$ cat config.mk
export PLATFORM = sky130hd
export DESIGN_NAME = mm_counter_core
export DESIGN_NICKNAME = d
export VERILOG_FILES = /design/src/rtl/mm_counter_core.sv
export SDC_FILE = /design/constraint.sdc
export NUM_CORES = 1
export LEC_CHECK = 0
export CAP_MARGIN = 20
export CORE_MARGIN = 2
export CORE_UTILIZATION = 45
export CTS_BUF_LIST = sky130_fd_sc_hd__clkbuf_4 sky130_fd_sc_hd__clkbuf_8
export DETAILED_ROUTE_END_ITERATION = 6
export PLACE_DENSITY = 0.69
export SLEW_MARGIN = 5
export SYNTH_ARGS = -nofsm -noshare
export SYNTH_HDL_FRONTEND = slang
export SYNTH_SLANG_ARGS = --single-unit
$ cat constraint.sdc
create_clock -name dclk -period 4.45 [get_ports dclk]
set_input_delay 0.89 -clock dclk [delete_from_list [all_inputs] [get_ports dclk]]
set_output_delay 0.89 -clock dclk [all_outputs]
set_load 0.03 [all_outputs]
$ cat src/rtl/mm_counter_core.sv
// mm_counter_core: 4-bit multi-mode counter with winner/loser tallies.
// Sequences the game PLAY -> OVER -> CLEAR -> PLAY.
// Optional macro MM_AUTO_RESTART_EN: when defined, OVER exits to CLEAR on its
// own once the hold time has elapsed. When undefined, OVER waits for init=1
// after the hold time before it clears.
module mm_counter_core #(
    parameter int WIDTH     = 4,
    parameter int TALLY_W   = 4,
    parameter int OVER_HOLD = 2
) (
    input  logic               dclk,
    input  logic               arstn,
    input  logic               init,
    input  logic [WIDTH-1:0]   init_value,
    input  logic               en,
    input  logic [1:0]         ctrl,
    output logic [WIDTH-1:0]   count,
    output logic [TALLY_W-1:0] W_count,
    output logic [TALLY_W-1:0] L_count,
    output logic               game_end
);

    typedef enum logic [1:0] {
        ST_PLAY  = 2'd0,
        ST_OVER  = 2'd1,
        ST_CLEAR = 2'd2
    } state_t;

    localparam int HOLD_W = (OVER_HOLD > 1) ? $clog2(OVER_HOLD) : 1;
    localparam logic [HOLD_W-1:0]  HOLD_LAST  = HOLD_W'(OVER_HOLD - 1);
    localparam logic [WIDTH-1:0]   COUNT_INIT = {1'b1, {(WIDTH-1){1'b0}}};
    localparam logic [WIDTH-1:0]   COUNT_MAX  = '1;
    localparam logic [TALLY_W-1:0] TMAX       = '1;

    state_t              state_reg, state_next;
    logic [WIDTH-1:0]    count_reg, count_next;
    logic [TALLY_W-1:0]  w_reg, w_next;
    logic [TALLY_W-1:0]  l_reg, l_next;
    logic                game_end_reg, game_end_next;
    logic [HOLD_W-1:0]   hold_reg, hold_next;

    // Candidate step results, one per ctrl encoding: +1, +2, -1, -2.
    logic [WIDTH-1:0]    step_cand [4];
    logic [WIDTH-1:0]    step_result;
    logic [TALLY_W-1:0]  w_inc;
    logic [TALLY_W-1:0]  l_inc;
    logic                hold_done;

    genvar gi;
    generate
        for (gi = 0; gi < 4; gi++) begin : g_step
            if (gi < 2) begin : g_up
                assign step_cand[gi] = count_reg + WIDTH'(gi + 1);
            end else begin : g_dn
                assign step_cand[gi] = count_reg - WIDTH'(gi - 1);
            end
        end
    endgenerate

    assign step_result = step_cand[ctrl];
    assign w_inc       = w_reg + 1'b1;
    assign l_inc       = l_reg + 1'b1;
    // The OVER_HOLD-th OVER cycle is ending at this edge.
    assign hold_done   = (hold_reg == HOLD_LAST);

    // Next-state and next-value logic for counter, tallies and game sequencing.
    always_comb begin
        state_next = state_reg;
        count_next = count_reg;
        w_next     = w_reg;
        l_next     = l_reg;
        hold_next  = hold_reg;
        case (state_reg)
            ST_PLAY: begin
                if (init) begin
                    // Loads never score, even when loading 0 or all-ones.
                    count_next = init_value;
                end else if (en) begin
                    count_next = step_result;
                    if (step_result == COUNT_MAX) begin
                        w_next = w_inc;
                        if (w_inc == TMAX) begin
                            state_next = ST_OVER;
                            hold_next  = '0;
                        end
                    end else if (step_result == '0) begin
                        l_next = l_inc;
                        if (l_inc == TMAX) begin
                            state_next = ST_OVER;
                            hold_next  = '0;
                        end
                    end
                end
            end
            ST_OVER: begin
                if (!hold_done) begin
                    hold_next = hold_reg + 1'b1;
                end
`ifdef MM_AUTO_RESTART_EN
                if (hold_done) begin
                    state_next = ST_CLEAR;
                end
`else
                if (hold_done && init) begin
                    state_next = ST_CLEAR;
                end
`endif
            end
            ST_CLEAR: begin
                count_next = COUNT_INIT;
                w_next     = '0;
                l_next     = '0;
                hold_next  = '0;
                state_next = ST_PLAY;
            end
            default: begin
                state_next = ST_PLAY;
            end
        endcase
        // game_end mirrors the state we are entering, so it is high exactly
        // while the FSM sits in OVER.
        game_end_next = (state_next == ST_OVER);
    end

    // State and output registers with synchronous active-low reset.
    always_ff @(posedge dclk) begin
        if (!arstn) begin
            state_reg    <= ST_PLAY;
            count_reg    <= COUNT_INIT;
            w_reg        <= '0;
            l_reg        <= '0;
            game_end_reg <= 1'b0;
            hold_reg     <= '0;
        end else begin
            state_reg    <= state_next;
            count_reg    <= count_next;
            w_reg        <= w_next;
            l_reg        <= l_next;
            game_end_reg <= game_end_next;
            hold_reg     <= hold_next;
        end
    end

    assign count    = count_reg;
    assign W_count  = w_reg;
    assign L_count  = l_reg;
    assign game_end = game_end_reg;

endmodule
======== Word-level counts from Yosys, hierarchy flattened ========
Index checks and enable logic that the tools add are counted.
Widths: inputs -> output; s select.
word-level totals
  bits in registers ....................... 16
  word-level logic and storage cells ...... 70
operators by class
  $add $sub $neg .......................... 7
  order comparisons ....................... 1
  equal/unequal tests ..................... 15
  mux-type cells .......................... 31
  bitwise logic cells ..................... 1
  reduce and logical (&&, ||, !) cells .... 9
operator list
  operator             number
  $mux 4               11
  $pmux 4 s2           3
  $mux 2               7
  $add 4x1->4 const B  3
  $eq 4x4->1 const B   3
  $ne 3x3->1 const B   4
  $ne 2x2->1 const B   5
  $bmux 4 s2           1
  $mux 1               7
  $reduce_and 6->1     1
  $reduce_and 5->1     1
  $add 4x2->4 const B  1
  $eq 2x1->1 const B   2
  $logic_not 4->1      1
  $pmux 2 s2           1
  $reduce_and 4->1     1
  $sub 4x1->4 const B  1
  $sub 4x2->4 const B  1
  $ge 3x3->1 const B   1
  $not 2->3            1
  $pmux 1 s3           1
  $reduce_bool 3->1    1
  $eq 2x2->1 const B   1
  $logic_not 2->1      1
  other kinds (4)      4

======== Longest topological paths before layout ========
Gate-level depths: netlist of the first run.
  word-level depth ........................ 11
  mapped depth ............................ 9
  gate-level depth less buffers ........... 8

======== Worst setup path after synthesis of the first run ========
Ideal clock, no wire load.
  kind .................................... input to register
  start point ............................. in ctrl[1]
  end point ............................... reg w_reg[3], in the netlist W_count[3]
  data arrival time ....................... 2.433 ns
  data required time ...................... 4.333 ns
  setup slack ............................. 1.900 ns
  stages on the path ...................... 7
  path through ............................ buf_4 mux2i_1 xnor2_1 a31oi_1 o32ai_4 a21bo_1 a32o_1
between the ends
  word-level cells in the longest chain between the ends .. 7
ends and longest elaborated chain
  what                                       RTL line  text
  start, declared                            16        input logic [1:0] ctrl,
  $not 2->3 (implied by the code)            60        assign step_result = step_cand[ctrl];
  $bmux 4 s2                                 60
  $mux 4 (implied by the code) (2 in a row)  60
  $eq 4x4->1                                 80        if (step_result == COUNT_MAX) begin
  $ne 2x2->1 (no line)                       --
  $reduce_and 4->1 (no line)                 --
  end signal, assigned                       137       w_reg <= w_next;
  end, declared                              37        logic [TALLY_W-1:0] w_reg, w_next;
No other way between the ends. The select of a mux whose other input is x is not followed.
A chain may end at the register's enable or synchronous reset.

======== Worst setup path after layout of the first run ========
Ends and elaborated chain as after synthesis.

==> reports/results.tsv, run 1 <==
stage	metric	value	unit
status	status	finished, final reports clean	
worst_setup_path	CP Capture Type	flip-flop	
die	Die Y	56.9	um
global_routing	vias in the first global route	1015	
placed_design	Placed Cells	194	
placed_design	placed instance area	0.00148	mm2
yosys	syn_area_per_cell	8.50	um2
route	wire length per cell	13.3	um
clocking	clock sink count	16	
worst_setup_path	critical path arrival	3130	ps
die	Core Footprint	0.00271	mm2
clocking	H-tree depth	1	
timing	final hold slack	512	ps
timing	Fmax achieved	341	MHz
layout	commonest non-fill, non-tap cells in the layout	clkdlybuf4s50_1, dfxtp_1, nand2_1	
route	number of routed nets with antenna violations	0	
die	Top Ports	23	
layout	layout cells sized above 1	7.19	%
clocking	Post-CTS Setup Bufs	0	
timing	Final Hold Fails	0	
worst_setup_path	WP buf/inv	1	
clocking	post_cts resized	0	
worst_setup_path	CP max stage cell	clkdlybuf4s50_1	
layout	fin cells	198	
clocking	CTS tree	done	
placed_design	dpl ws	1200	ps
die	Die X-Extent	56.9	um
yosys	sequential cell area fraction in the yosys report	25.4	%
layout	cell area after layout	0.00152	mm2
worst_setup_path	CP delay by family, top	compound AO/OA/AOI/OAI gates	
timing	setup TNS	0	ps
timing	min setup slack post-route	1520	ps
power	Max VDD drop	0.000186	V
clocking	CTS Hold Bufs	0	
layout	Layout Area Growth over Synthesis	20.5	%
clocking	worst-case clock buffer depth	2	
route	final WL	2630	um
global_routing	initial antenna violation count	0	
power	pwr/cell area	224	mW/mm2
power	total power	0.340	mW
route	DR vias	1114	
clocking	latest clock arrival within the worst-skew pair	300	ps
flow_run	maxcap violations	0	
min_path	min-delay worst type	flip-flop to flip-flop	
timing	max-slew violations	0	
global_routing	GR Util All Layers	17.3	%
yosys	Post-synth ARST share	0	%
global_routing	Overflow after GRT	0	
worst_setup_path	R2R Setup Slk	1990	ps
timing	fin crit period	2930	ps
clocking	Clk pin slew, worst setup/hold paths	100	ps
yosys	Mapped Nets	170	
route	DRC violation total after the first TritonRoute iteration	35	
route	DRT Pass-1 Iters	6	
global_routing	largest net degree at the start of global routing	19	
timing	crit share post-route	65.9	%
route	Via density	5.63	
timing	Worst Tran Pin Value	578	ps
route	DRC viols	0	
die	FP Rows	19	
layout	nets	190	
clocking	CTS Buf Count	3	
layout	fill count	260	
worst_setup_path	slowest stage delay, CP	630	ps
worst_setup_path	cell-by-cell trace of the critical path	clkdlybuf4s50_1, mux2i_1, xnor2_1, a31oi_1, o32ai_4, a21bo_1, a32o_1	
global_routing	first-pass GRT wire length	4440	um
timing	RSZ-0062 raised after global routing	false	
layout	ANT cells	0	
yosys	post-synthesis register bit count	16	
layout	most common cell after layout, fill and taps aside	clkdlybuf4s50_1	
yosys	ys flop type	dfxtp_1	
yosys	Post-synth EDFFs	0	
worst_setup_path	required time of the critical path	4650	ps
yosys	YS warnings	0	
worst_setup_path	crit-path max FO	7	
yosys	Post-Synthesis Cells	148	
placed_design	Port Buffers	22	
clocking	clock root buffer	clkbuf_4	
die	Die Footprint	0.00324	mm2
worst_setup_path	crit start category	input pin	
timing	clk_skew	6.15	ps
timing	headroom to the max-slew limit	61.3	%
yosys	Post-Syn Area	0.00126	mm2
die	Initial Utilization	46.4	%
power	leakage	0.550	nW
placed_design	gpl congestion	0.836	
yosys	synth unique cells	46	
worst_setup_path	WS Path Type	input pin to flip-flop	
timing	setup violators final	0	
placed_design	HPWL after DPL	1970	um
layout	final core occ	56.0	%
cells in the mapped netlist, drive strengths merged (2+ instances only):
cell type  instances  share of area, %
xnor2              2               2.0
buf                2               1.5
nor2              12               3.6
o31ai              2               1.2
nand2             13               3.9
a32o               2               1.6
inv                8               2.4
nor2b              5               2.5
o211ai             3               1.8
nor3               6               3.3
clkbuf             5               1.5
a21oi              5               2.0
o21ai              8               3.2
dfxtp             16                25
ha                12                12
mux2i              4               3.2
or3                3               1.5
nand2b             5               2.5
o21a               3               1.8
a31oi              2              0.99
a22oi              2               1.2
nand3              3               1.2
and2               2              0.99
xor2               2               1.4
a21boi             4               2.4
layer usage:
metal	track usage (%)	vias up	part of all wire [%]
li1	-	571	-
met1	22.0	518	47
met2	28.7	23	47
met3	5.07	2	4.6
met4	3.99	0	0.65
met5	0	-	0
tightest hold or removal path, stage by stage, from the launching register on:
cell and delay [ps]:
dfxtp_1 350, nand2_1 60, a211oi_1 60
cell families (layout without fill, tap and decap cells):
kind of cell / after synthesis / after routing / share of synthesized area [%]
flops: 16 / 16 / 25.4
xor+xnor: 4 / 4 / 3.38
fa+ha+maj: 12 / 12 / 11.9
buf+inv: 15 / 34 / 5.37
compound gates: 39 / 39 / 24.6
mux: 5 / 5 / 4.08
simple gates: 57 / 57 / 25.2
worst paths after layout:
path	start	endpoint	cells past startpoint
worst min register to register	state_reg[0]$_SDFF_PN0_	game_end$_SDFF_PN0_	2
worst max-delay path	ctrl[1]	W_count[3]$_SDFFE_PN0P_	7
worst min-delay path	state_reg[0]$_SDFF_PN0_	game_end$_SDFF_PN0_	2
worst max register to register	count[0]$_SDFFE_PN0P_	W_count[3]$_SDFFE_PN0P_	8
area by class of cell:
type                            instances  area, um2  share of cell area [%]
Multi-Input combinational cell        117        871                    57.4
Clock buffer                            4       36.3                    2.39
Tap cell                               31       38.8                    2.56
Inverter                                8       30.0                    1.98
Sequential cell                        16        320                    21.1
Timing Repair Buffer                   22        220                    14.5
where the power goes:
group / switching [mW] / internal [mW] / total, mW
Clock: 0.0541 / 0.0499 / 0.104
Combinational: 0.0455 / 0.0362 / 0.0817
Sequential: 0.00664 / 0.147 / 0.154
Total: 0.106 / 0.233 / 0.340
(Power assumes the default switching activity.)
==> run 2: changes to the inputs <==
Settings changed: PLACE_DENSITY 0.69 to 0.72.
Clock period 4.45 ns to 2.6 ns, I/O delays scaled along.
==> run 2 against run 1 <==
  * Worst hold slack better by 28 ps
  * Critical path type unchanged
  * Clock skew is 4.9 ps lower
  * Largest cell class unchanged
  * Routed wire length rose by 11%
  * Power is 72% higher
  * Highest routed layer unchanged
  * Non-clock buffer count rose by 10
  * Critical path depth is 1 higher
  * Sequential share of layout area shrank 1.0 points
  * Via count up 5.9%
  * Global-route usage is 2.1 points higher
  * Flip-flop and latch count is the same
==> reports/results.tsv, run 2 (same netlist as run 1, synthesis figures left out) <==
stage	metric	value	unit	change
clocking	H-tree depth	1		unchanged
clocking	latest clock arrival within the worst-skew pair	290	ps	about the same
clocking	Clk pin slew, worst setup/hold paths	90	ps	about the same
power	Comb pwr share	26.2	%	+2.1 points
worst_setup_path	crit-path max FO	5		-2
global_routing	Overflow after GRT	0		unchanged
timing	Fmax achieved	403	MHz	
global_routing	GR Util All Layers	19.4	%	+2.1 points
timing	max-slew violations	0		unchanged
route	final WL	2930	um	+11%
die	Die Y	56.9	um	unchanged
global_routing	first-pass GRT wire length	4900	um	+10%
worst_setup_path	critical path arrival	2680	ps	-450 ps
power	Flop pwr share	45.1	%	-0.2 points
die	Top Ports	23		unchanged
power	P_sw	0.177	mW	+66%
clocking	worst-case clock buffer depth	2		unchanged
worst_setup_path	worst setup path start	ctrl[1]		
power	Max VDD drop	0.000240	V	+29%
clocking	clock sink count	16		unchanged
worst_setup_path	slowest stage delay, CP	590	ps	-40 ps
min_path	min-delay worst type	flip-flop to flip-flop		
global_routing	vias in the first global route	1118		+10%
clocking	CTS tree	done		
power	pwr/cell area	367	mW/mm2	+64%
power	leakage	0.601	nW	+9.1%
worst_setup_path	required time of the critical path	2800	ps	-1850 ps
layout	Layout Area Growth over Synthesis	26.4	%	
layout	commonest non-fill, non-tap cells in the layout	clkdlybuf4s50_1, dfxtp_1, nand2_1		
timing	headroom to the max-slew limit	69.6	%	+8.3 points
min_path	hold_sp	state_reg[0]$_SDFF_PN0_		
power	Int Power	0.407	mW	+74%
clocking	clock root buffer	clkbuf_4		
route	DRC viols	0		unchanged
layout	nets	200		+5.3%
status	status	finished, final reports clean		
layout	cell area after layout	0.00159	mm2	+5.0%
layout	layout cells sized above 1	12.4	%	+5.2 points
clocking	post_cts resized	0		unchanged
die	Die X-Extent	56.9	um	unchanged
die	FP Rows	19		unchanged
timing	crit share post-route	95.5	%	
clocking	CTS Hold Bufs	0		unchanged
route	wire length per cell	14.1	um	+6.1%
layout	final core occ	58.7	%	+2.8 points
placed_design	placed instance area	0.00156	mm2	+5.1%
power	clock share of power	28.7	%	-1.9 points
flow_run	maxcap violations	0		unchanged
clocking	CTS Buf Count	3		unchanged
worst_setup_path	WS Path Type	input pin to flip-flop		
route	DRT Pass-1 Iters	4		-2
clocking	Post-CTS Setup Bufs	0		unchanged
route	DR vias	1180		+5.9%
route	number of routed nets with antenna violations	0		unchanged
placed_design	HPWL after DPL	2230	um	+13%
worst_setup_path	crit start category	input pin		
worst_setup_path	WP buf/inv	2		+1
die	Die Footprint	0.00324	mm2	unchanged
layout	fill count	274		+5.4%
timing	fin crit period	2480	ps	
layout	most common cell after layout, fill and taps aside	clkdlybuf4s50_1		
worst_setup_path	CP max stage cell	clkdlybuf4s50_1		
worst_setup_path	CP Capture Type	flip-flop		
layout	ANT cells	0		unchanged
worst_setup_path	reg2reg start	count[1]$_SDFFE_PN0P_		
route	DRC violation total after the first TritonRoute iteration	41		+17%
die	Initial Utilization	46.4	%	unchanged
global_routing	largest net degree at the start of global routing	13		-6
worst_setup_path	CP delay by family, top	buffers and inverters		
timing	setup violators final	0		unchanged
die	Core Footprint	0.00271	mm2	unchanged
timing	Worst Tran Pin Value	454	ps	-124 ps
timing	RSZ-0062 raised after global routing	false		
timing	Final Hold Fails	0		unchanged
worst_setup_path	cell-by-cell trace of the critical path	clkdlybuf4s50_1, mux2i_1, xnor2_1, a31oi_1, nor4_2, buf_4, nor2_1, a211oi_1		
route	Via density	5.67		+0.83%
placed_design	Port Buffers	22		unchanged
placed_design	gpl congestion	0.813		-2.7%
timing	clk_skew	1.23	ps	-4.92 ps
power	Switching Share	30.3	%	-1.0 points
global_routing	initial antenna violation count	0		unchanged
[run 2: metrics by stage]
stage	cells	power (mW)	hold slack, ps	worst slack (ps)	setup TNS, ps
final	208	0.584	540	118	0
after detailed placement	204	0.420	525	-175	-887
after global placement	204	0.415	500	-63.0	-219
after CTS	208	0.590	540	124	0
after floorplan	148	0.367	474	168	0
after global routing	208	0.618	569	30.5	0
[run 2: path summary, 6_finish.rpt]
kind	to	cells past startpoint	slack, ps
worst max-delay path	game_end$_SDFF_PN0_	8	120
worst min-delay path	game_end$_SDFF_PN0_	2	540
worst max register to register	hold_done$_SDFFE_PN0P_	8	170
worst min register to register	game_end$_SDFF_PN0_	2	540
[run 2: worst register-to-register path, cell delays in order, from the launching register on]
cell       delay, ps
dfxtp_1          440
inv_1            140
ha_1             320
xor2_1           180
and4_1           210
a31oi_1          370
nor4_2           140
o2111ai_1        180
or3b_1           350
[run 2: final cells by class]
class	count	area (um2)	share of cell area (%)
multi-input combinational	117	871	54.7
sequential	16	320	20.1
timing repair buffer	32	295	18.6
tap	31	38.8	2.44
clock buffer	4	36.3	2.28
inverter	8	30.0	1.89
[run 2: power by group through the flow]
stage                     Sequential, mW  Combinational [mW]  Clock (mW)
after floorplan                    0.280              0.0874           0
after global placement             0.268               0.147           0
after detailed placement           0.269               0.151           0
after CTS                          0.263               0.152       0.174
after global routing               0.264               0.165       0.188
final                              0.263               0.153       0.167
[run 2: layer usage]
layer / up-vias / share of wire, % / track usage (%)
li1: 597 / - / -
met1: 543 / 45 / 24.3
met2: 33 / 48 / 32.7
met3: 7 / 4.8 / 2.30
met4: 0 / 2.1 / 8.97
met5: - / 0 / 0
